## config.mk

```make
export PLATFORM = sky130hd
export DESIGN_NAME = wb_arbiter_flat
export DESIGN_NICKNAME = d
export VERILOG_FILES = /design/src/rtl/wb_arbiter_if.sv /design/src/rtl/wb_arbiter.sv /design/src/flat_wrapper.sv
export SDC_FILE = /design/constraint.sdc
export NUM_CORES = 1
export LEC_CHECK = 0
export ABC_AREA = 1
export CORE_ASPECT_RATIO = 0.6
export CORE_UTILIZATION = 50
export CTS_BUF_LIST = sky130_fd_sc_hd__clkbuf_4 sky130_fd_sc_hd__clkbuf_8
export DETAILED_ROUTE_END_ITERATION = 6
export PLACE_DENSITY = 0.78
export SLEW_MARGIN = 10
export SYNTH_ARGS = -nofsm -noshare
export SYNTH_HDL_FRONTEND = slang
export SYNTH_SLANG_ARGS = --single-unit
```

## constraint.sdc

```tcl
create_clock -name clk -period 2.85 [get_ports clk]
set_input_delay 0.7125 -clock clk [delete_from_list [all_inputs] [get_ports clk]]
set_output_delay 0.7125 -clock clk [all_outputs]
set_load 0.01 [all_outputs]
```

## src/rtl/wb_arbiter_if.sv

```systemverilog
// wb_arbiter_if: write-back arbiter bus bundle (ALU result, long-latency
// result handshake, register-file write port, scoreboard query).
interface wb_arbiter_if #(parameter int W = 32);
  logic         alu_valid;
  logic [4:0]   alu_rd;
  logic [W-1:0] alu_data;
  logic         lu_valid;
  logic         lu_ready;
  logic [4:0]   lu_rd;
  logic [W-1:0] lu_data;
  logic         regwrite;
  logic [4:0]   wrreg;
  logic [W-1:0] wrdata;
  logic         full;
  logic         busy;
  logic         issue_valid;
  logic [4:0]   issue_rd;
  logic [4:0]   q1;
  logic [4:0]   q2;
  logic         stall;

  // Producer / register-file side
  modport master (
    output alu_valid, alu_rd, alu_data, lu_valid, lu_rd, lu_data,
           issue_valid, issue_rd, q1, q2,
    input  lu_ready, regwrite, wrreg, wrdata, full, busy, stall
  );

  // Arbiter side
  modport slave (
    input  alu_valid, alu_rd, alu_data, lu_valid, lu_rd, lu_data,
           issue_valid, issue_rd, q1, q2,
    output lu_ready, regwrite, wrreg, wrdata, full, busy, stall
  );
endinterface

```

## src/rtl/wb_arbiter.sv

```systemverilog
// wb_arbiter: merges ALU results (priority) with FIFO-buffered long-latency
// results onto one registered register-file write port.
// Optional feature macro: WB_SCOREBOARD_EN (pending-register scoreboard
// driving stall); when undefined stall is tied low.
module wb_arbiter #(
  parameter int DEPTH = 4,
  parameter int W     = 32
) (
  input  logic          clk,
  input  logic          rst_n,
  wb_arbiter_if.slave   bus
);
  localparam int AW = $clog2(DEPTH);

  typedef struct packed {
    logic [4:0]   rd;
    logic [W-1:0] data;
  } wb_ent_t;

  wb_ent_t      mem_q [DEPTH];
  logic [AW:0]  wptr_q, wptr_d, rptr_q, rptr_d;
  logic         full, empty, push, pop, alu_sel;
  logic         regwrite_q, regwrite_d;
  logic [4:0]   wrreg_q, wrreg_d;
  logic [W-1:0] wrdata_q, wrdata_d;
  wb_ent_t      head;

  // Extra pointer MSB distinguishes full from empty when the indices match.
  assign full  = (wptr_q[AW] != rptr_q[AW]) && (wptr_q[AW-1:0] == rptr_q[AW-1:0]);
  assign empty = (wptr_q == rptr_q);
  assign head  = mem_q[rptr_q[AW-1:0]];

  assign bus.lu_ready = !full;
  assign bus.full     = full;
  assign bus.busy     = !empty;
  assign bus.regwrite = regwrite_q;
  assign bus.wrreg    = wrreg_q;
  assign bus.wrdata   = wrdata_q;

  // Selection: ALU to a real register wins; otherwise pop the head. Emptiness
  // is from the current pointers, so an entry pushed this edge is not popped.
  always_comb begin
    alu_sel    = bus.alu_valid && (bus.alu_rd != 5'd0);
    pop        = !alu_sel && !empty;
    push       = bus.lu_valid && !full && (bus.lu_rd != 5'd0);
    regwrite_d = alu_sel || pop;
    wrreg_d    = wrreg_q;
    wrdata_d   = wrdata_q;
    if (alu_sel) begin
      wrreg_d  = bus.alu_rd;
      wrdata_d = bus.alu_data;
    end else if (pop) begin
      wrreg_d  = head.rd;
      wrdata_d = head.data;
    end
    wptr_d = wptr_q + {{AW{1'b0}}, push};
    rptr_d = rptr_q + {{AW{1'b0}}, pop};
  end

  // Pointer and write-port registers; reset kills queued entries and any write.
  always_ff @(posedge clk or negedge rst_n) begin
    if (!rst_n) begin
      wptr_q     <= '0;
      rptr_q     <= '0;
      regwrite_q <= 1'b0;
      wrreg_q    <= 5'd0;
      wrdata_q   <= '0;
    end else begin
      wptr_q     <= wptr_d;
      rptr_q     <= rptr_d;
      regwrite_q <= regwrite_d;
      wrreg_q    <= wrreg_d;
      wrdata_q   <= wrdata_d;
    end
  end

  // FIFO storage; contents are only meaningful between the pointers.
  always_ff @(posedge clk) begin
    if (push) mem_q[wptr_q[AW-1:0]] <= '{rd: bus.lu_rd, data: bus.lu_data};
  end

`ifdef WB_SCOREBOARD_EN
  logic [31:0] pend_q, pend_d;

  // Pop clears its rd; a same-cycle issue to that rd re-sets it (set wins).
  always_comb begin
    pend_d = pend_q;
    if (pop) pend_d[head.rd] = 1'b0;
    if (bus.issue_valid && (bus.issue_rd != 5'd0)) pend_d[bus.issue_rd] = 1'b1;
  end

  // Pending vector register.
  always_ff @(posedge clk or negedge rst_n) begin
    if (!rst_n) pend_q <= '0;
    else        pend_q <= pend_d;
  end

  assign bus.stall = pend_q[bus.q1] | pend_q[bus.q2];
`else
  logic unused_sb;
  assign unused_sb = &{1'b0, bus.issue_valid, bus.issue_rd, bus.q1, bus.q2};
  assign bus.stall = 1'b0;
`endif
endmodule

```

## src/flat_wrapper.sv

```systemverilog
// flat-port wrapper written by rule: the top's interface ports become plain ports
module wb_arbiter_flat 
#(
  parameter int DEPTH = 4,
  parameter int W     = 32
)
  (clk, rst_n, bus_alu_valid, bus_alu_rd, bus_alu_data, bus_lu_valid, bus_lu_rd, bus_lu_data, bus_issue_valid, bus_issue_rd, bus_q1, bus_q2, bus_lu_ready, bus_regwrite, bus_wrreg, bus_wrdata, bus_full, bus_busy, bus_stall);
  wb_arbiter_if #(.W(W)) bus_i ();
  input  logic clk;
  input  logic rst_n;
  input wire logic [$bits(bus_i.alu_valid)-1:0] bus_alu_valid;
  input wire logic [$bits(bus_i.alu_rd)-1:0] bus_alu_rd;
  input wire logic [$bits(bus_i.alu_data)-1:0] bus_alu_data;
  input wire logic [$bits(bus_i.lu_valid)-1:0] bus_lu_valid;
  input wire logic [$bits(bus_i.lu_rd)-1:0] bus_lu_rd;
  input wire logic [$bits(bus_i.lu_data)-1:0] bus_lu_data;
  input wire logic [$bits(bus_i.issue_valid)-1:0] bus_issue_valid;
  input wire logic [$bits(bus_i.issue_rd)-1:0] bus_issue_rd;
  input wire logic [$bits(bus_i.q1)-1:0] bus_q1;
  input wire logic [$bits(bus_i.q2)-1:0] bus_q2;
  output wire logic [$bits(bus_i.lu_ready)-1:0] bus_lu_ready;
  output wire logic [$bits(bus_i.regwrite)-1:0] bus_regwrite;
  output wire logic [$bits(bus_i.wrreg)-1:0] bus_wrreg;
  output wire logic [$bits(bus_i.wrdata)-1:0] bus_wrdata;
  output wire logic [$bits(bus_i.full)-1:0] bus_full;
  output wire logic [$bits(bus_i.busy)-1:0] bus_busy;
  output wire logic [$bits(bus_i.stall)-1:0] bus_stall;
  assign bus_i.alu_valid = bus_alu_valid;
  assign bus_i.alu_rd = bus_alu_rd;
  assign bus_i.alu_data = bus_alu_data;
  assign bus_i.lu_valid = bus_lu_valid;
  assign bus_i.lu_rd = bus_lu_rd;
  assign bus_i.lu_data = bus_lu_data;
  assign bus_i.issue_valid = bus_issue_valid;
  assign bus_i.issue_rd = bus_issue_rd;
  assign bus_i.q1 = bus_q1;
  assign bus_i.q2 = bus_q2;
  assign bus_lu_ready = bus_i.lu_ready;
  assign bus_regwrite = bus_i.regwrite;
  assign bus_wrreg = bus_i.wrreg;
  assign bus_wrdata = bus_i.wrdata;
  assign bus_full = bus_i.full;
  assign bus_busy = bus_i.busy;
  assign bus_stall = bus_i.stall;
  wb_arbiter #(.DEPTH(DEPTH), .W(W)) u_core (.clk(clk), .rst_n(rst_n), .bus(bus_i));
endmodule
```

==> results of run 1 <==
[metal layers]
layer | GRT usage, % | wire length [um]
met1 | 32.4 | 9010
met2 | 36.9 | 8780
met3 | 5.94 | 1640
met4 | 6.32 | 95
met5 | 0 | 9
[Yosys cell counts]
| master | count |
|---|---|
| nor2_8 | 1 |
| dfrtp_1 | 44 |
| edfxtp_1 | 148 |
| buf_6 | 5 |
| nand2_4 | 1 |
| inv_1 | 156 |
| ha_1 | 4 |
| nand3_1 | 109 |
| buf_4 | 5 |
| nor3_1 | 1 |
| nand2_2 | 1 |
| buf_1 | 1 |
| inv_2 | 2 |
| clkbuf_1 | 9 |
| xor2_1 | 3 |
| conb_1 | 1 |
| nand3_2 | 1 |
| nor2_1 | 7 |
| nand2_1 | 387 |
| buf_2 | 23 |
| nor2_4 | 1 |
[cells by family (layout without fill, tap and decap cells)]
logic type / count (synthesis) / in the layout / synth area share (%)
flops: 192 / 192 / 64.8
other cells: 1 / 2 / 0.0438
buf+inv: 201 / 332 / 9.82
xor+xnor: 3 / 3 / 0.307
simple gates: 509 / 509 / 24.4
fa+ha+maj: 4 / 4 / 0.585
[worst max-delay path by stage]
stage                                    start                            to  slack, ns  depth (start not counted)
floorplan           u_core.wptr_q[0]$_DFF_PN0_  u_core.mem_q[0][0]$_DFFE_PP_      -0.14                          7
global placement                  bus_lu_rd[3]    u_core.wptr_q[2]$_DFF_PN0_       0.39                          9
detailed placement                bus_lu_rd[3]    u_core.wptr_q[2]$_DFF_PN0_       0.38                          9
CTS                 u_core.wptr_q[1]$_DFF_PN0_                      bus_full       0.11                          7
global route        u_core.wptr_q[0]$_DFF_PN0_                      bus_full      0.006                          7
finish              u_core.wptr_q[1]$_DFF_PN0_                      bus_full       0.17                          7
[state kept, by name, indices dropped and copies added (netlist names)]
name                 cells
u_core.wptr_q            3
u_core.mem_q           148
u_core.bus.wrreg         5
u_core.rptr_q            3
u_core.bus.regwrite      1
u_core.bus.wrdata       32
[metrics by stage]
stage,area (um^2),hold WS [ns]
2_1_floorplan,8550,0.417
3_3_place_gp,10000,0.464
3_5_place_dp,10000,0.464
4_1_cts,10400,0.162
5_1_grt,10400,0.173
6_report,10400,0.168
[power by group through the flow]
stage / clock network [mW] / logic [mW] / registers (mW)
after floorplan: 0 / 2.24 / 4.30
after global placement: 0 / 3.87 / 4.18
after detailed placement: 0 / 3.99 / 4.20
after CTS: 1.73 / 4.01 / 4.15
after global routing: 1.83 / 4.43 / 4.22
final: 1.70 / 3.98 / 4.15
[layout make-up]
type / instances / area, um^2
flip-flops and latches: 192 / 5550
fillers: 1321 / 6060
diodes: 1 / 2.50
well taps: 228 / 285
clock buffers: 19 / 249
multi-input cells: 517 / 2200
clock inverters: 13 / 125
inverters: 158 / 593
repair buffers: 142 / 1410
[worst register-to-register path, stage by stage, from the launching register on]
cell     delay, ns
dfrtp_2       0.41
inv_2         0.06
nand2_1       0.05
nand2_1       0.08
nor2_4        0.17
nand2_1       0.14
nand3_1       0.12
buf_4         0.20
inv_1         0.06
ha_1          0.19
ha_1          0.20
xor2_1        0.13
[timing repair]
action	CTS	global route
buffers inserted	0	0
endpoints found under the setup margin	0	1
gates resized for setup	0	2
==> flow_summary.yaml, run 1 <==
synth:
  synth.avg_cell_area_um2: 9.40
  syn_area_mm2: 0.00855
  syn_nets: 1008
  ys_top_cells_by_area: "edfxtp_1, nand2_1, dfrtp_1"
  ys_ff_latch: 192
  synth_cells: 910
  synth.distinct_cells: 21
  yosys.area.top_type: "edfxtp_1"
  ys_seq_area_share_pct: 64.8
  yosys_warnings: 0
  synth_top_area_share_pct: 52.0
setup_path:
  reg2reg_to: "u_core.wptr_q[2]$_DFF_PN0_"
  crit_fanout: 5
  worstRegToRegCells: 11
  crit_path_end_kind: "output port"
  cp-start-kind: "flop"
  cpMostUsedCell: "nand2_1"
  worstSetupPathType: "flop to output port"
  required_ns: 2.14
  arrival_ns: 1.96
  critPathTopFamily: "buffers and inverters"
  reg2reg_slack_ns: 0.91
  critPathSlowestCell: "clkdlybuf4s50_1"
  r2r-start: "u_core.wptr_q[1]$_DFF_PN0_"
  crit_chain: "inv_2, nand2_1, nand2_1, nor2_4, nand2_1, inv_1, clkdlybuf4s50_1"
  path_buf_inv: 3
  cpPeakStageDelay_ns: 0.52
finish:
  stdcell_count: 1270
  fin_util_pct: 63.2
  layout.nets: 1126
  layout-drive-gt1-share_pct: 7.11
  final_common_cell: "nand2_1"
  mostFrequentLayoutCells: "nand2_1, inv_1, edfxtp_1"
  areaGrowthSynthToFinish_pct: 21.9
sta:
  setup_viol: 0
  clock_skew_ns: 0.0187
  max_freq_mhz: 374
  tightest_slew_ns: 0.815
  rsz0062_at_grt: "false"
  drv_slew: 0
  final.setup.worst_slack_ns: 0.174
  min_period_ns: 2.68
  finalCritPeriodShare_pct: 93.9
  finalHoldViolations: 0
  finalSetupTns_ns: 0
  maxSlewHeadroom_pct: 45.7
floorplanning:
  num_rows: 36
  die_w_um: 171
  ios: 136
  die_area_mm2: 0.0177
  core_area_mm2: 0.0165
  die_y_um: 103
  initial_utilization_pct: 51.9
route:
  drt_iter0_drc: 497
  ant_nets: 0
  wl_per_cell_um: 15.4
  drc: 0
  vias: 6199
  drt_pre_antenna_iters: 5
  route.final.wire_length_um: 19500
  viasPerCell: 4.88
run_status:
  status: "complete, no violations"
power:
  power.leakage_nw: 4.90
  p_switching_mw: 3.79
  p_total_mw: 9.83
  p_comb_share_pct: 40.5
  seq_power_share_pct: 42.2
  power.density_cell_area_mw_per_mm2: 943
  internal-power_mw: 6.04
  clkPwrFrac_pct: 17.3
  peakVddDrop_mv: 0.521
  swShare_pct: 38.5
placement:
  place.gp.congestion: 0.780
  dp_hpwl_um: 12300
  dp_slack_ns: 0.378
  io_buffers: 118
  place_inst: 1237
clocking:
  cts_buffers: 17
  clock-sinks: 192
  clk_path_buf_depth: 2
  clock_latency_ns: 0.46
  holdBufCountCts: 0
  htreeDepth: 4
  cts_tree: "built"
  path_clk_slew_ns: 0.11
  cts-root-buf: "clkbuf_8"
global_routing:
  antenna_found_initial: 2
  grt_pass1_vias: 5865
  grt_max_degree: 75
  grt_usage_pct: 23.3
  grt-ovfl-total: 0
  grt_first_pass_wirelength_um: 30500
min_path:
  hold_path.class: "input pin to async pin"
flow_run:
  maxCapViolCount: 0
No activity file was read; power rests on OpenSTA's default activity.
==> run 2, diff against run 1 <==
--- a/config.mk
+++ b/config.mk
@@ -7,10 +7,10 @@
 export LEC_CHECK = 0
 export ABC_AREA = 1
 export CORE_ASPECT_RATIO = 0.6
-export CORE_UTILIZATION = 50
+export CORE_UTILIZATION = 45
 export CTS_BUF_LIST = sky130_fd_sc_hd__clkbuf_4 sky130_fd_sc_hd__clkbuf_8
 export DETAILED_ROUTE_END_ITERATION = 6
-export PLACE_DENSITY = 0.78
+export PLACE_DENSITY = 0.72
 export SLEW_MARGIN = 10
 export SYNTH_ARGS = -nofsm -noshare
 export SYNTH_HDL_FRONTEND = slang
==> run 2 against run 1 <==
  * Power up 1.3%
  * Maximum frequency grew 0.35%
  * Design area is 0.74% higher
  * Final cell count up 0.87%
  * Clock power is 9% higher
==> flow_summary.yaml, run 2 (same netlist as run 1, synthesis figures left out) <==
run_status:
  status: "complete, no violations"
setup_path:
  crit_path_end_kind: "output port"
  crit_fanout: 5
  worstSetupPathType: "flop to output port"
  worstRegToRegCells: 11
  critPathSlowestCell: "clkdlybuf4s50_1"
  cp-start-kind: "flop"
  cpPeakStageDelay_ns: 0.52
  required_ns: 2.14
  r2r-start: "u_core.wptr_q[0]$_DFF_PN0_"
  crit_chain: "inv_1, nand2_1, nand2_1, nor2_4, nand2_2, inv_1, clkdlybuf4s50_1"
  reg2reg_slack_ns: 0.92
  reg2reg_to: "u_core.wptr_q[2]$_DFF_PN0_"
  arrival_ns: 1.95
power:
  power.density_cell_area_mw_per_mm2: 948
  peakVddDrop_mv: 0.573
  swShare_pct: 38.4
  power.leakage_nw: 4.93
  p_switching_mw: 3.82
  clkPwrFrac_pct: 18.6
  internal-power_mw: 6.13
  seq_power_share_pct: 41.5
  p_total_mw: 9.95
  p_comb_share_pct: 39.9
global_routing:
  grt_max_degree: 76
  grt_first_pass_wirelength_um: 31500
  grt-ovfl-total: 0
  grt_usage_pct: 21.3
  grt_pass1_vias: 5929
  antenna_found_initial: 1
finish:
  layout.nets: 1125
  final_common_cell: "nand2_1"
  layout-drive-gt1-share_pct: 6.92
  finish.instance_area_mm2: 0.0105
  areaGrowthSynthToFinish_pct: 22.8
  mostFrequentLayoutCells: "nand2_1, inv_1, edfxtp_1"
  largest_register_ffs: 148
  fin_util_pct: 57.2
sta:
  drv_slew: 0
  maxSlewHeadroom_pct: 45.3
  min_period_ns: 2.67
  finalCritPeriodShare_pct: 93.6
  setup_viol: 0
  max_freq_mhz: 375
  finalHoldViolations: 0
  tightest_slew_ns: 0.820
  rsz0062_at_grt: "false"
  clock_skew_ns: 0.0248
clocking:
  holdBufCountCts: 0
  cts_tree: "built"
  clock_latency_ns: 0.46
  htreeDepth: 4
  clock-sinks: 192
  path_clk_slew_ns: 0.12
  clk_path_buf_depth: 2
  cts-root-buf: "clkbuf_8"
  cts_buffers: 17
placement:
  io_buffers: 118
  placed_area_mm2: 0.0101
  dp_hpwl_um: 12300
  place.gp.congestion: 0.824
route:
  route.final.wire_length_um: 19800
  viasPerCell: 4.87
  drt_pre_antenna_iters: 5
  vias: 6233
  drt_iter0_drc: 496
  drc: 0
  ant_nets: 0
  wl_per_cell_um: 15.4
floorplanning:
  die_w_um: 180
  die_y_um: 109
  ios: 136
  die_area_mm2: 0.0196
  initial_utilization_pct: 46.6
  core_area_mm2: 0.0184
  num_rows: 38
min_path:
  hold_path.class: "input pin to async pin"
flow_run:
  maxCapViolCount: 0
[run 2: cell count changes in the layout (fill, tap and decap cells not counted), sizes merged]
cell / change
buf: -1
clkinvlp: -1
clkinv: +2
bufinv: +1
clkbuf: -2
[run 2: how the worst max path moves through the flow]
stage                                          start                                 to  depth (start not counted)
after floorplan           u_core.wptr_q[0]$_DFF_PN0_       u_core.mem_q[0][0]$_DFFE_PP_                          7
after global placement                 bus_alu_rd[2]  u_core.bus.wrdata[10]$_DFFE_PN0P_                          9
after detailed placement               bus_alu_rd[2]  u_core.bus.wrdata[10]$_DFFE_PN0P_                          9
after CTS                 u_core.wptr_q[1]$_DFF_PN0_                           bus_full                          7
after global routing      u_core.rptr_q[2]$_DFF_PN0_                           bus_busy                          4
final                     u_core.wptr_q[0]$_DFF_PN0_                           bus_full                          7
[run 2: per-layer routing]
layer / track usage [%] / share of wire, % / vias up
met5: 0 / 0.066 / -
met4: 5.05 / 0.54 / 2
met3: 5.11 / 8.3 / 12
met2: 33.4 / 43 / 244
met1: 30.2 / 48 / 2922
li1: - / - / 3053
[run 2: cell type report]
type | instances | area, um^2
Fill cell | 1578 | 7850
Tap cell | 240 | 300
Clock inverter | 15 | 185
Inverter | 158 | 593
Timing Repair Buffer | 141 | 1430
Clock buffer | 17 | 234
Multi-Input combinational cell | 517 | 2210
Antenna cell | 1 | 2.50
Sequential cell | 192 | 5550
[run 2: critical path, delay by kind of cell (launching register included)]
family                 cells  cell delay (ns)
buffers and inverters      3             0.68
and+or+nand+nor            4             0.42
DFF                        1             0.42
[run 2: stage by stage]
| stage | setup slack, ns | cells | TNS (ns) | hold slack, ns |
|---|---|---|---|---|
| 2_1_floorplan | -0.136 | 910 | -20.09 | 0.417 |
| 3_3_place_gp | 0.264 | 1247 | 0 | 0.463 |
| 3_5_place_dp | 0.237 | 1247 | 0 | 0.465 |
| 4_1_cts | 0.101 | 1279 | 0 | 0.201 |
| 5_1_grt | 0.0576 | 1280 | 0 | 0.202 |
| 6_report | 0.183 | 1281 | 0 | 0.206 |
[run 2: repair_timing]
action	4_1_cts	5_1_grt
setup buffers	0	1
resized for setup	0	2
endpoints found under the setup margin	0	1
[run 2: power by group through the flow]
| stage | logic, mW | clock network (mW) | registers (mW) |
|---|---|---|---|
| after floorplan | 2.24 | 0 | 4.30 |
| after global placement | 3.89 | 0 | 4.17 |
| after detailed placement | 3.98 | 0 | 4.18 |
| after CTS | 3.99 | 1.88 | 4.12 |
| after global routing | 4.44 | 1.99 | 4.20 |
| final | 3.97 | 1.85 | 4.13 |
==> run 3, diff against run 2 <==
--- a/config.mk
+++ b/config.mk
@@ -11,7 +11,6 @@
 export CTS_BUF_LIST = sky130_fd_sc_hd__clkbuf_4 sky130_fd_sc_hd__clkbuf_8
 export DETAILED_ROUTE_END_ITERATION = 6
 export PLACE_DENSITY = 0.72
-export SLEW_MARGIN = 10
 export SYNTH_ARGS = -nofsm -noshare
 export SYNTH_HDL_FRONTEND = slang
 export SYNTH_SLANG_ARGS = --single-unit
==> results of run 3 <==
Final layout, timing and power as in run 2 (identical DEF).
